--- src/rtl/video_ctrl_pkg.sv ---
// Shared definitions for the video-control blocks: sequencer state encoding,
// LED codes and status-word bit positions.
package video_ctrl_pkg;

  typedef enum logic [2:0] {
    ST_IDLE       = 3'd0,
    ST_WAIT_FRAME = 3'd1,
    ST_START_AI   = 3'd2,
    ST_RUN        = 3'd3,
    ST_DONE       = 3'd4,
    ST_ERROR      = 3'd5
  } state_t;

  localparam logic [2:0] LED_IDLE  = 3'b001;
  localparam logic [2:0] LED_WAIT  = 3'b010;
  localparam logic [2:0] LED_RUN   = 3'b100;
  localparam logic [2:0] LED_ERROR = 3'b111;

  localparam int STATUS_STATE_LSB = 0;
  localparam int STATUS_BUSY      = 3;
  localparam int STATUS_ERROR     = 4;
  localparam int STATUS_COUNT_LSB = 16;

  // The accelerator kick and the completion cycle both show as RUN on the LEDs.
  function automatic logic [2:0] led_for(state_t s);
    case (s)
      ST_IDLE:       return LED_IDLE;
      ST_WAIT_FRAME: return LED_WAIT;
      ST_ERROR:      return LED_ERROR;
      default:       return LED_RUN;
    endcase
  endfunction

  function automatic logic is_busy(state_t s);
    return (s == ST_WAIT_FRAME) || (s == ST_START_AI) || (s == ST_RUN);
  endfunction

endpackage

--- src/rtl/inference_sequencer_if.sv ---
// Control/status bundle between the CSR/video side and the inference sequencer.
interface inference_sequencer_if #(
  parameter int CNT_W = 16
);
  logic             start_flag;
  logic             repeat_mode;
  logic             abort;
  logic             clear_error;
  logic             frame_start;
  logic             ai_done;
  logic             ai_start;
  logic             busy;
  logic             error;
  logic [CNT_W-1:0] frame_count;
  logic [2:0]       led_code;
  logic [31:0]      status_word;

  modport master (
    output start_flag, repeat_mode, abort, clear_error, frame_start, ai_done,
    input  ai_start, busy, error, frame_count, led_code, status_word
  );

  modport slave (
    input  start_flag, repeat_mode, abort, clear_error, frame_start, ai_done,
    output ai_start, busy, error, frame_count, led_code, status_word
  );
endinterface

--- src/rtl/inference_sequencer_edge_detect.sv ---
// One-bit registered rising-edge detector; a held-high input yields one pulse.
module edge_detect_rise (
  input  logic clock_sink_clk,
  input  logic reset_sink_reset,
  input  logic sig,
  output logic rise
);

  logic sig_d;

  // NOTE: clocked state is always written with <= so every flop samples pre-edge values.
  always_ff @(posedge clock_sink_clk or posedge reset_sink_reset) begin
    if (reset_sink_reset) sig_d <= 1'b0;
    else                  sig_d <= sig;
  end

  assign rise = sig & ~sig_d;

endmodule

--- src/rtl/inference_sequencer.sv ---
// Per-frame inference sequencer: arms on a start edge, kicks the accelerator on
// the next frame start, then waits for done or timeout.
module inference_sequencer
  import video_ctrl_pkg::*;
#(
  parameter int TIMEOUT_CYCLES = 1000000,
  parameter int CNT_W          = 16
) (
  input logic                  clock_sink_clk,
  input logic                  reset_sink_reset,
  inference_sequencer_if.slave bus
);

  localparam int              TMR_W    = $clog2(TIMEOUT_CYCLES);
  localparam logic [TMR_W-1:0] TMR_LAST = TMR_W'(TIMEOUT_CYCLES - 1);

  state_t           state, state_next;
  logic [TMR_W-1:0] timer, timer_next;
  logic [CNT_W-1:0] frame_count, frame_count_next;
  logic             start_edge;
  logic             busy_q, error_q;
  logic [2:0]       led_q;
  logic [31:0]      status_q, status_next;
  logic [15:0]      count16;

  edge_detect_rise u_start_edge (
    .clock_sink_clk   (clock_sink_clk),
    .reset_sink_reset (reset_sink_reset),
    .sig              (bus.start_flag),
    .rise             (start_edge)
  );

  // NOTE: every variable gets a default first so no path through the block infers a latch.
  always_comb begin
    state_next       = state;
    timer_next       = timer;
    frame_count_next = frame_count;
    if (bus.abort && state != ST_ERROR) begin
      state_next = ST_IDLE;
    end else begin
      case (state)
        ST_IDLE:       if (start_edge) state_next = ST_WAIT_FRAME;
        ST_WAIT_FRAME: if (bus.frame_start) state_next = ST_START_AI;
        ST_START_AI: begin
          timer_next = '0;
          state_next = ST_RUN;
        end
        ST_RUN: begin
          // Done on the final timeout cycle still counts as success.
          if (bus.ai_done)            state_next = ST_DONE;
          else if (timer == TMR_LAST) state_next = ST_ERROR;
          else                        timer_next = timer + TMR_W'(1);
        end
        ST_DONE: begin
          frame_count_next = frame_count + CNT_W'(1);
          state_next       = bus.repeat_mode ? ST_WAIT_FRAME : ST_IDLE;
        end
        ST_ERROR:      if (bus.clear_error) state_next = ST_IDLE;
        default:       state_next = ST_IDLE;
      endcase
    end
  end

  if (CNT_W >= 16) begin : g_count_trunc
    assign count16 = frame_count_next[15:0];
  end else begin : g_count_ext
    assign count16 = {{(16 - CNT_W){1'b0}}, frame_count_next};
  end

  always_comb begin
    status_next                           = '0;
    status_next[STATUS_COUNT_LSB +: 16]   = count16;
    status_next[STATUS_ERROR]             = (state_next == ST_ERROR);
    status_next[STATUS_BUSY]              = is_busy(state_next);
    status_next[STATUS_STATE_LSB +: 3]    = state_next;
  end

  // Status outputs are registered from next-state so they line up with the state register.
  always_ff @(posedge clock_sink_clk or posedge reset_sink_reset) begin
    if (reset_sink_reset) begin
      state       <= ST_IDLE;
      timer       <= '0;
      frame_count <= '0;
      busy_q      <= 1'b0;
      error_q     <= 1'b0;
      led_q       <= LED_IDLE;
      status_q    <= '0;
    end else begin
      state       <= state_next;
      timer       <= timer_next;
      frame_count <= frame_count_next;
      busy_q      <= is_busy(state_next);
      error_q     <= (state_next == ST_ERROR);
      led_q       <= led_for(state_next);
      status_q    <= status_next;
    end
  end

  assign bus.ai_start    = (state == ST_START_AI);
  assign bus.busy        = busy_q;
  assign bus.error       = error_q;
  assign bus.frame_count = frame_count;
  assign bus.led_code    = led_q;
  assign bus.status_word = status_q;

endmodule

--- src/flat_wrapper.sv ---
// flat-port wrapper written by rule: the top's interface ports become plain ports
module inference_sequencer_flat import video_ctrl_pkg::*;
#(
  parameter int TIMEOUT_CYCLES = 1000000,
  parameter int CNT_W          = 16
)
  (clock_sink_clk, reset_sink_reset, bus_start_flag, bus_repeat_mode, bus_abort, bus_clear_error, bus_frame_start, bus_ai_done, bus_ai_start, bus_busy, bus_error, bus_frame_count, bus_led_code, bus_status_word);
  inference_sequencer_if #(.CNT_W(CNT_W)) bus_i ();
  input logic clock_sink_clk;
  input logic reset_sink_reset;
  input wire logic [$bits(bus_i.start_flag)-1:0] bus_start_flag;
  input wire logic [$bits(bus_i.repeat_mode)-1:0] bus_repeat_mode;
  input wire logic [$bits(bus_i.abort)-1:0] bus_abort;
  input wire logic [$bits(bus_i.clear_error)-1:0] bus_clear_error;
  input wire logic [$bits(bus_i.frame_start)-1:0] bus_frame_start;
  input wire logic [$bits(bus_i.ai_done)-1:0] bus_ai_done;
  output wire logic [$bits(bus_i.ai_start)-1:0] bus_ai_start;
  output wire logic [$bits(bus_i.busy)-1:0] bus_busy;
  output wire logic [$bits(bus_i.error)-1:0] bus_error;
  output wire logic [$bits(bus_i.frame_count)-1:0] bus_frame_count;
  output wire logic [$bits(bus_i.led_code)-1:0] bus_led_code;
  output wire logic [$bits(bus_i.status_word)-1:0] bus_status_word;
  assign bus_i.start_flag = bus_start_flag;
  assign bus_i.repeat_mode = bus_repeat_mode;
  assign bus_i.abort = bus_abort;
  assign bus_i.clear_error = bus_clear_error;
  assign bus_i.frame_start = bus_frame_start;
  assign bus_i.ai_done = bus_ai_done;
  assign bus_ai_start = bus_i.ai_start;
  assign bus_busy = bus_i.busy;
  assign bus_error = bus_i.error;
  assign bus_frame_count = bus_i.frame_count;
  assign bus_led_code = bus_i.led_code;
  assign bus_status_word = bus_i.status_word;
  inference_sequencer #(.TIMEOUT_CYCLES(TIMEOUT_CYCLES), .CNT_W(CNT_W)) u_core (.clock_sink_clk(clock_sink_clk), .reset_sink_reset(reset_sink_reset), .bus(bus_i));
endmodule
--- config.mk ---
export PLATFORM = sky130hd
export DESIGN_NAME = inference_sequencer_flat
export DESIGN_NICKNAME = d
export VERILOG_FILES = /design/src/rtl/video_ctrl_pkg.sv /design/src/rtl/inference_sequencer_if.sv /design/src/rtl/inference_sequencer_edge_detect.sv /design/src/rtl/inference_sequencer.sv /design/src/flat_wrapper.sv
export SDC_FILE = /design/constraint.sdc
export NUM_CORES = 1
export LEC_CHECK = 0
export ABC_CLOCK_PERIOD_IN_PS = 2720
export CORE_MARGIN = 3
export CORE_UTILIZATION = 50
export DETAILED_ROUTE_END_ITERATION = 16
export PLACE_DENSITY_LB_ADDON = 0.25
export SYNTH_ARGS = -nofsm -noshare
export SYNTH_HDL_FRONTEND = slang
export SYNTH_SLANG_ARGS = --single-unit
--- constraint.sdc ---
create_clock -name clock_sink_clk -period 2.72 [get_ports clock_sink_clk]
set_clock_uncertainty 0.15 [all_clocks]
set_input_delay 0.544 -clock clock_sink_clk [delete_from_list [all_inputs] [get_ports clock_sink_clk]]
set_output_delay 0.544 -clock clock_sink_clk [all_outputs]
set_load 0.005 [all_outputs]
==> flow_metrics.env <==
export IMPL_synth_common_cells="44 x dfrtp_1, 29 x buf_4, 23 x nand2_1"
export IMPL_post_route_period_util=0.912
export IMPL_ir_worst_vdd_mv=0.224
export IMPL_cts_setup_buffers=0
export IMPL_num_vias=2052
export IMPL_hp_class="reg2reg"
export IMPL_rsz0062_at_grt="false"
export IMPL_insertion_delay_ns=0.30
export IMPL_antenna_found_initial=0
export IMPL_worst_pin_slew_ns=0.795
export IMPL_drt_iter0_drc=45
export IMPL_dp_hpwl_um=3870
export IMPL_die_area_um2=6290
export IMPL_setup_viol=0
export IMPL_drc=0
export IMPL_coreArea_um2=5140
export IMPL_final_nets=318
export IMPL_synth_main_ff_cell="dfrtp_1"
export IMPL_post_place_ws_ns=0.0889
export IMPL_yosys_warnings=0
export IMPL_fill_cells=462
export IMPL_cts_buffer_depth=2
export IMPL_row_count=26
export IMPL_grt_pass1_wl_um=8910
export IMPL_clk_pin_slew_worst_paths_ns=0.08
export IMPL_firstDrtPassIters=4
export IMPL_synth_seq_cells=45
export IMPL_ys_seq_area_frac=0.420
export IMPL_ys_async_sr_fraction=1.00
export IMPL_clock_fmax_ghz=0.403
export IMPL_wirelength_um=5340
export IMPL_grt_pass1_vias=1880
export IMPL_root_buffer="clkbuf_8"
export IMPL_ys_types=57
export IMPL_multiInputGateArea_um2=1310
export IMPL_drv_cap=0
export IMPL_tritoncts="yes"
export IMPL_yosysMostFrequentCell="dfrtp_1"
export IMPL_cp_required_ns=2.03
export IMPL_die_width_um=79.3
export IMPL_final_max_slew_viol_count=0
export IMPL_min_period_ns=2.48
export IMPL_regArea_um2=1130
export IMPL_area_growth_pct=20.3
export IMPL_htreeDepth=2
export IMPL_grt_overflow_total=0
export IMPL_finish_utilization=0.628
export IMPL_status="finished clean"
export IMPL_viasPerCell=5.41
export IMPL_finalWorstSetupSlack_ns=0.240
export IMPL_worstPathMaxFanout=15
export IMPL_startpoint_type="flip-flop"
export IMPL_syn_avg_cell_area_um2=9.91
export IMPL_cts_inserted_buffers=5
export IMPL_grt_max_degree=25
export IMPL_io_pins=62
export IMPL_synth_top_cell_by_area="dfrtp_1"
export IMPL_start_util=0.522
export IMPL_cts_resized=0
export IMPL_synthCells=271
export IMPL_end_kind="primary output"
export IMPL_max_slew_margin=0.466
export IMPL_syn_area_um2=2690
export IMPL_n_antenna_cell=0
export IMPL_numClockSinks=45
export IMPL_critical_path_cell_chain="nand2b_1, nor2_1, clkdlybuf4s50_1"
export IMPL_critical_path_class="reg2out"
export IMPL_ant_nets=0
export IMPL_wl_per_cell_um=14.1
export IMPL_hold_violations=0
export IMPL_setup_tns_final_ns=0
export IMPL_crit_arrival_ns=1.79
export IMPL_crit_slowest_cell="dfrtp_1"
export IMPL_io_buffers=50
export IMPL_postLayoutCellArea_um2=3230
export IMPL_hold_buffers=0
export IMPL_die_y_um=79.3
export IMPL_p_per_area_nw_per_um2=459
export IMPL_netlist_area_leader_share=0.410
export IMPL_drive_gt1_frac=0.113
export IMPL_critPathMaxStageDelay_ns=0.55
export IMPL_place_congestion=0.819
export IMPL_p_leak_nw=1.37
export IMPL_synthTopCellsByArea="dfrtp_1 41%, buf_4 8.1%, xnor2_1 4.2%"
export IMPL_synth_edf_count=0
export IMPL_dpl_instance_area_um2=3120
export IMPL_grt_use_total=0.179
export IMPL_power_mw=1.48
==> critical path: cells and delay by family (launching register included) <==
kind	cells	cell delay, ns
AND/OR/NAND/NOR	2	0.41
buffers and inverters	1	0.52
flip-flops	1	0.55
==> state kept, by name (all words and copies together), names as in the netlist <==
signal / cells
u_core.bus.frame_count: 16
u_core.bus.led_code: 3
u_core.bus.status_word: 3
u_core.state: 2
u_core.timer: 20
u_core.u_start_edge.sig_d: 1
==> cells by family after synthesis <==
logic type      count (synthesis)  synth area share
xor+xnor                       16            0.0522
buf+inv                        44             0.106
mux                             7            0.0270
simple gates                  110             0.274
other cells                     1           0.00140
fa+ha+maj                       2           0.00932
flops                          45             0.420
compound gates                 46             0.110
==> layout make-up <==
cell class | instances | share of cell area
clock inverters | 2 | 0.0108
repair buffers | 58 | 0.177
inverters | 6 | 0.00697
well taps | 70 | 0.0271
flip-flops and latches | 45 | 0.349
clock buffers | 6 | 0.0225
multi-input cells | 192 | 0.406
==> cells in the final DEF, fill, tap and decap left out, types with 3 or more instances in the layout <==
master and instances:
o21a_1 3, and3_1 6, buf_4 7, and4_1 5
xor2_1 3, inv_1 5, nand4_1 7, and2_1 4
clkbuf_8 5, clkdlybuf4s50_1 50, conb_1 11, nand3_1 12
o31ai_1 7, mux2i_1 5, nor2_1 9, nand2_1 23
dfrtp_1 44, a21oi_1 20, or4_1 7, nand2b_1 3
or3_1 5, o21ai_0 5, xnor2_1 13, or2_2 5
==> per-stage QoR <==
| step | hold slack [ns] | instances |
|---|---|---|
| floorplan | 0.339 | 281 |
| detailed placement | 0.355 | 371 |
| global route | 0.397 | 379 |
| global placement | 0.342 | 371 |
| CTS | 0.368 | 379 |
| finish | 0.366 | 379 |
==> power breakdown <==
part | internal (mW) | switching (mW) | total [mW]
Clock | 0.273 | 0.227 | 0.500
Combinational | 0.134 | 0.101 | 0.236
Sequential | 0.703 | 0.0436 | 0.746
==> routing by layer <==
layer | vias to the layer above | part of all wire | track usage
met5 | - | 0 | 0
met2 | 57 | 0.49 | 0.299
li1 | 1015 | - | -
met3 | 5 | 0.048 | 0.0442
met1 | 975 | 0.45 | 0.231
met4 | 0 | 0.0081 | 0.0498
==> final timing paths <==
path / from / to / cells after the start / slack (ns)
setup reg to reg: u_core.bus.status_word[2]$_DFF_PP0_ / u_core.bus.frame_count[8]$_DFFE_PP0P_ / 4 / 0.46
min in group asynchronous: reset_sink_reset / u_core.bus.frame_count[11]$_DFFE_PP0P_ / 2 / 0.44
max in group asynchronous: reset_sink_reset / u_core.u_start_edge.sig_d$_DFF_PP0_ / 3 / 1.45
hold reg to reg: u_core.bus.frame_count[15]$_DFFE_PP0P_ / u_core.bus.frame_count[15]$_DFFE_PP0P_ / 1 / 0.37
setup / recovery: u_core.state[0]$_DFF_PP0_ / bus_ai_start / 3 / 0.24
hold / removal: u_core.bus.frame_count[15]$_DFFE_PP0P_ / u_core.bus.frame_count[15]$_DFFE_PP0P_ / 1 / 0.37
(Power assumes the default switching activity.)
